### config.mk
export PLATFORM = sky130hd
export DESIGN_NAME = layer2_mac
export DESIGN_NICKNAME = d
export VERILOG_FILES = /design/src/rtl/layer2_mac_pkg.sv /design/src/rtl/layer2_mac_sat_round.sv /design/src/rtl/layer2_mac.sv
export SDC_FILE = /design/constraint.sdc
export NUM_CORES = 1
export LEC_CHECK = 0
export ABC_AREA = 1
export BUFFER_PORTS_ARGS = -buffer_cell sky130_fd_sc_hd__buf_2
export CAP_MARGIN = 20
export CORE_ASPECT_RATIO = 0.9
export CORE_MARGIN = 1.5
export CORE_UTILIZATION = 55
export CTS_BUF_LIST = sky130_fd_sc_hd__clkbuf_16
export DETAILED_ROUTE_END_ITERATION = 10
export PLACE_DENSITY = 0.82
export SETUP_SLACK_MARGIN = 0.3
export SKIP_LAST_GASP = 1
export SLEW_MARGIN = 20
export SYNTH_ARGS = -nofsm -noshare
export SYNTH_HDL_FRONTEND = slang
export SYNTH_SLANG_ARGS = --single-unit
export TNS_END_PERCENT = 100
### constraint.sdc
create_clock -name clk -period 9.4 [get_ports clk]
set_input_delay 0.94 -clock clk [delete_from_list [all_inputs] [get_ports clk]]
set_output_delay 0.94 -clock clk [all_outputs]
set_load 0.1 [all_outputs]
### src/rtl/layer2_mac_pkg.sv
// layer2_mac_pkg
// Shared definitions for the second-layer multiply-accumulate block:
// default data format (Q8.8), layer dimensions, FSM state encoding and a
// reference round/saturate function at the default widths.
package layer2_mac_pkg;

  localparam int DW       = 16;         // signed data width
  localparam int FRAC     = 8;          // fractional bits
  localparam int N_HIDDEN = 10;         // activations per dot product
  localparam int N_OUT    = 10;         // output neurons
  localparam int AW       = 2*DW + 4;   // accumulator width (headroom for 16 products)

  typedef enum logic [1:0] {
    LOAD  = 2'd0,
    MAC   = 2'd1,
    DRAIN = 2'd2,
    EMIT  = 2'd3
  } state_t;

  // Round half up, arithmetic shift down by FRAC, clamp to the DW range.
  function automatic logic [DW-1:0] sat_round(input logic signed [AW-1:0] acc);
    logic signed [AW:0] rounded;
    logic signed [AW:0] shifted;
    logic signed [AW:0] sat_max;
    logic signed [AW:0] sat_min;
    sat_max = $signed({{(AW-DW+2){1'b0}}, {(DW-1){1'b1}}});
    sat_min = $signed({{(AW-DW+2){1'b1}}, {(DW-1){1'b0}}});
    rounded = $signed({acc[AW-1], acc}) + $signed({{(AW+1-FRAC){1'b0}}, 1'b1, {(FRAC-1){1'b0}}});
    shifted = rounded >>> FRAC;
    if (shifted > sat_max) begin
      sat_round = {1'b0, {(DW-1){1'b1}}};
    end else if (shifted < sat_min) begin
      sat_round = {1'b1, {(DW-1){1'b0}}};
    end else begin
      sat_round = shifted[DW-1:0];
    end
  endfunction

endpackage

### src/rtl/layer2_mac_sat_round.sv
// l2_sat_round
// Combinational rounding and saturation of the wide dot-product
// accumulator down to a DW-bit fixed-point result.
// Ports:
//   acc    in  2*DW+4  signed accumulator, 2*FRAC fractional bits
//   result out DW      round-half-up, shifted, clamped result (FRAC frac bits)
module l2_sat_round
  import layer2_mac_pkg::*;
#(
  parameter int DW   = layer2_mac_pkg::DW,
  parameter int FRAC = layer2_mac_pkg::FRAC
) (
  input  logic signed [2*DW+3:0] acc,
  output logic        [DW-1:0]   result
);

  localparam int AW = 2*DW + 4;

  // One extra bit so the rounding constant can never wrap the sum.
  localparam logic signed [AW:0] ROUND   = $signed({{(AW+1-FRAC){1'b0}}, 1'b1, {(FRAC-1){1'b0}}});
  localparam logic signed [AW:0] SAT_MAX = $signed({{(AW-DW+2){1'b0}}, {(DW-1){1'b1}}});
  localparam logic signed [AW:0] SAT_MIN = $signed({{(AW-DW+2){1'b1}}, {(DW-1){1'b0}}});

  logic signed [AW:0] rounded;
  logic signed [AW:0] shifted;

  assign rounded = $signed({acc[AW-1], acc}) + ROUND;
  assign shifted = rounded >>> FRAC;

  always_comb begin
    result = shifted[DW-1:0];
    if (shifted > SAT_MAX) begin
      result = {1'b0, {(DW-1){1'b1}}};
    end else if (shifted < SAT_MIN) begin
      result = {1'b1, {(DW-1){1'b0}}};
    end
  end

endmodule

### src/rtl/layer2_mac.sv
// layer2_mac
// Second neural-network layer: buffers N_HIDDEN hidden activations, then
// for each of N_OUT output neurons streams one weight row from an external
// SRAM (1-cycle read latency), accumulates the dot product and emits a
// rounded, saturated result.
// Ports:
//   clk        in   clock, all state on rising edge
//   reset      in   asynchronous active-low reset
//   act_valid  in   activation present on act_data
//   act_data   in   DW  signed hidden activation
//   act_ready  out  activation accepted this cycle (LOAD only)
//   w_rd       out  weight SRAM read strobe
//   w_addr     out  8   {row[3:0], k[3:0]}
//   w_data     in   DW  weight, valid one cycle after w_rd
//   res_valid  out  one-cycle pulse, m2result/res_row valid
//   res_row    out  4   output neuron index
//   m2result   out  DW  rounded, saturated dot product (held between pulses)
//   done       out  one-cycle pulse with the last row's result
//   busy       out  high outside LOAD
module layer2_mac
  import layer2_mac_pkg::*;
#(
  parameter int N_HIDDEN = layer2_mac_pkg::N_HIDDEN,
  parameter int N_OUT    = layer2_mac_pkg::N_OUT,
  parameter int DW       = layer2_mac_pkg::DW,
  parameter int FRAC     = layer2_mac_pkg::FRAC
) (
  input  logic          clk,
  input  logic          reset,
  input  logic          act_valid,
  input  logic [DW-1:0] act_data,
  output logic          act_ready,
  output logic          w_rd,
  output logic [7:0]    w_addr,
  input  logic [DW-1:0] w_data,
  output logic          res_valid,
  output logic [3:0]    res_row,
  output logic [DW-1:0] m2result,
  output logic          done,
  output logic          busy
);

  localparam int AW = 2*DW + 4;

  state_t                state_reg, state_next;
  logic [3:0]            cnt_reg;
  logic [3:0]            row_reg;
  logic [3:0]            k_reg;
  logic                  mac_v_reg;      // a product is due this cycle
  logic signed [DW-1:0]  act_q_reg;      // buffer entry paired with w_data
  logic signed [AW-1:0]  acc_reg;
  logic [DW-1:0]         m2result_reg;
  logic [3:0]            res_row_reg;
  logic                  res_valid_reg;
  logic                  done_reg;

  logic [DW-1:0]         act_buf [N_HIDDEN];

  logic                  accept;
  logic                  last_act;
  logic                  last_k;
  logic                  last_row;
  logic signed [2*DW-1:0] prod;
  logic signed [AW-1:0]  acc_sum;
  logic [DW-1:0]         sat_val;

  assign accept   = (state_reg == LOAD) && act_valid;
  assign last_act = (cnt_reg == 4'(N_HIDDEN-1));
  assign last_k   = (k_reg   == 4'(N_HIDDEN-1));
  assign last_row = (row_reg == 4'(N_OUT-1));

  assign prod    = act_q_reg * $signed(w_data);
  assign acc_sum = acc_reg + {{(AW-2*DW){prod[2*DW-1]}}, prod};

  // --- FSM: state register ---
  always_ff @(posedge clk or negedge reset) begin
    if (!reset) begin
      state_reg <= LOAD;
    end else begin
      state_reg <= state_next;
    end
  end

  // --- FSM: next state and control outputs ---
  always_comb begin
    state_next = state_reg;
    act_ready  = 1'b0;
    w_rd       = 1'b0;
    busy       = 1'b1;
    case (state_reg)
      LOAD: begin
        act_ready = 1'b1;
        busy      = 1'b0;
        if (act_valid && last_act) state_next = MAC;
      end
      MAC: begin
        w_rd = 1'b1;
        if (last_k) state_next = DRAIN;
      end
      DRAIN: state_next = EMIT;
      EMIT:  state_next = last_row ? LOAD : MAC;
      default: state_next = LOAD;
    endcase
  end

  assign w_addr = w_rd ? {row_reg, k_reg} : 8'h00;

  // --- activation buffer: written in LOAD, read registered so the entry
  // lines up with the weight arriving one cycle after w_rd ---
  always_ff @(posedge clk) begin
    if (accept) act_buf[cnt_reg] <= act_data;
    if (w_rd)   act_q_reg        <= $signed(act_buf[k_reg]);
  end

  // --- counters, accumulator and result registers ---
  always_ff @(posedge clk or negedge reset) begin
    if (!reset) begin
      cnt_reg       <= 4'd0;
      row_reg       <= 4'd0;
      k_reg         <= 4'd0;
      mac_v_reg     <= 1'b0;
      acc_reg       <= '0;
      m2result_reg  <= '0;
      res_row_reg   <= 4'd0;
      res_valid_reg <= 1'b0;
      done_reg      <= 1'b0;
    end else begin
      res_valid_reg <= 1'b0;
      done_reg      <= 1'b0;
      mac_v_reg     <= w_rd;
      if (mac_v_reg) acc_reg <= acc_sum;
      case (state_reg)
        LOAD: begin
          if (accept) begin
            cnt_reg <= cnt_reg + 4'd1;
            if (last_act) begin
              row_reg <= 4'd0;
              k_reg   <= 4'd0;
              acc_reg <= '0;
            end
          end
        end
        MAC: begin
          k_reg <= last_k ? 4'd0 : k_reg + 4'd1;
        end
        DRAIN: begin
          // The final product is folded in here, so the result is
          // registered on this edge and presented during EMIT.
          m2result_reg  <= sat_val;
          res_row_reg   <= row_reg;
          res_valid_reg <= 1'b1;
          done_reg      <= last_row;
        end
        EMIT: begin
          acc_reg <= '0;
          k_reg   <= 4'd0;
          if (last_row) begin
            row_reg <= 4'd0;
            cnt_reg <= 4'd0;
          end else begin
            row_reg <= row_reg + 4'd1;
          end
        end
        default: ;
      endcase
    end
  end

  l2_sat_round #(
    .DW   (DW),
    .FRAC (FRAC)
  ) u_sat_round (
    .acc    (acc_sum),
    .result (sat_val)
  );

  assign m2result  = m2result_reg;
  assign res_row   = res_row_reg;
  assign res_valid = res_valid_reg;
  assign done      = done_reg;

endmodule
==> reports/metrics.yaml <==
cts_root_buffer: "clkbuf_16"
grt_pass1_vias: 20500
final_max_slew_viol_count: 0
synth_edf_count: 176
cts_hold_buf: 0
finClkSkew_ns: 0.0333
use_met2_pct: 46.3
critPathKind: "in -> reg"
setup_viol: 0
ys_ff_latch: 249
clock_latency_ns: 0.59
ys_top_cells_by_area: "edfxtp_1 (22%), fa_1 (21%), nand2_1 (12%)"
fin_cells: 3794
wl_microns: 63400
fin_crit_ns: 8.69
viasPerCell: 5.35
antenna_found_initial: 2
largest_reg_flops: 160
drive_gt1_share_pct: 12.0
worstPathRequired_ns: 9.92
synth_top_area_share_pct: 21.5
design_area_sq_mm: 0.0275
fin_util_pct: 62.3
syn_area_sq_mm: 0.0245
clock_sinks: 249
final_common_cell: "nand2_1"
grtUsageMet3_pct: 4.13
period_share_pct: 92.4
htreeDepth: 1
critical_path.max_stage_delay_ns: 0.58
hold_violations: 0
synthCells: 3089
clk_pin_slew_ns: 0.06
crit_fanout: 12
arrival_ns: 9.21
overflow: 0
dieArea_sq_mm: 0.0459
fp.coreArea_sq_mm: 0.0441
gp_congestion: 1.00
finalSetupTns_ns: 0
synth_ff_type: "edfxtp_1"
yosysTopAreaCell: "edfxtp_1"
end_kind: "register"
place_hpwl_microns: 47800
synth_fp_nets: 3517
num_vias: 20300
drv_cap: 0
portBuffers: 67
placed_cells: 3711
ctsLongestPathBuffers: 3
slowest_stage: "fa_1"
start_util_pct: 55.6
rsz0062_at_grt: "no"
ys.warnings.count: 0
drtPass1Iterations: 6
worst_pin_slew_ns: 1.06
ant_nets: 0
fmax_mhz: 115
yosysUniqueCellTypes: 48
syn_avg_cell_area_sq_um: 7.94
async_reset_ff_share_pct: 29.3
worstSetupStartpointType: "input port"
die_h_microns: 203
io_pins: 68
drc: 0
cts_buffers: 27
busiest_layer: "met2"
grtUsageTotal_pct: 28.4
wl_per_cell_microns: 16.7
fillerInstances: 3689
place_area_sq_mm: 0.0257
hp-class: "in -> async"
crit_family: "adder cells"
grt_pass1_wl_microns: 103000
crit_buf_inv: 10
met1_usage_pct: 39.0
slew_headroom_pct: 29.4
outcome: "completed"
crit_top_cell: "nand2_1"
mostFrequentLayoutCells: "nand2_1 (785), inv_1 (766), fa_1 (262)"
cts_tree: "built"
yosysSeqAreaShare_pct: 29.0
grt_max_degree: 72
die_x_microns: 226
area_growth_pct: 12.1
num_rows: 73
nNetsFinal: 3600
drt-initial-drc-count: 1893
[cells by family (layout without fill, tap and decap cells)]
logic type      count (synthesis)  in the layout  share of synthesized area, %
mux                             1              1                        0.0408
buf+inv                       877            980                          13.5
compound gates                285            285                          6.83
fa+ha+maj                     393            393                          28.1
other cells                     0              1                             0
simple gates                 1233           1234                          20.6
flops                         249            249                          29.0
xor+xnor                       51             51                          1.88
[repair_timing]
action | 4_1_cts | 5_1_grt
setup buffers | 0 | 30
resized for setup | 0 | 141
endpoints found under the setup margin | 0 | 16
[layer usage]
layer  vias up  part of all wire, %
met5         -                    0
li1       9514                    -
met3       156                  8.5
met4         0                  3.0
met2       905                   47
met1      9716                   41
[per-stage QoR]
step	setup WS, ns	hold WS [ns]
2_1_floorplan	0.762	0.478
3_3_place_gp	0.0589	0.460
3_5_place_dp	-0.0251	0.460
4_1_cts	0.353	0.282
5_1_grt	0.205	0.302
6_report	0.713	0.277
[final timing paths]
check,cells past startpoint,startpoint,to,slack [ns]
worst max-delay path,44,w_data[1],m2result[1],0.71
worst min-delay path,1,reset,acc_reg[11],0.28
worst max register to register,44,act_q_reg[15],m2result[1],0.76
worst min register to register,2,m2result[9],m2result[9],0.48
max in group asynchronous,2,reset,k_reg[0],8.13
min in group clk,2,m2result[9],m2result[9],0.48
[final cells by class]
cell class	instances	area (sq um)	area share, %
timing repair buffer	158	1140	4.13
tap	600	751	2.73
antenna	1	2.50	0.00910
multi-input combinational	1964	14700	53.3
sequential	249	7110	25.9
clock buffer	27	676	2.46
inverter	772	2900	10.6
clock inverter	23	248	0.901
[Yosys cell counts (46+ instances only)]
cell      instances
inv_1           765
edfxtp_1        176
fa_1            263
clkbuf_1         96
ha_1            130
nand2_1         815
nor2_1          213
o21ai_0         131
nand3_1          89
a21oi_1          59
dfrtp_1          73
o211ai_1         46
[worst reg2reg max path, delay by kind of cell (launching register included)]
kind                       cells  cell delay, ns
adders and majority gates      8            3.87
and+or+nand+nor               21            2.05
xor gates and xnor gates       1            0.19
buffers and inverters         10            1.31
AOI/OAI and AO/OA              4            0.79
DFF                            1            0.37
Power is not shown: default switching activity piles up to over one toggle a cycle in this logic, so the estimate is an artifact.
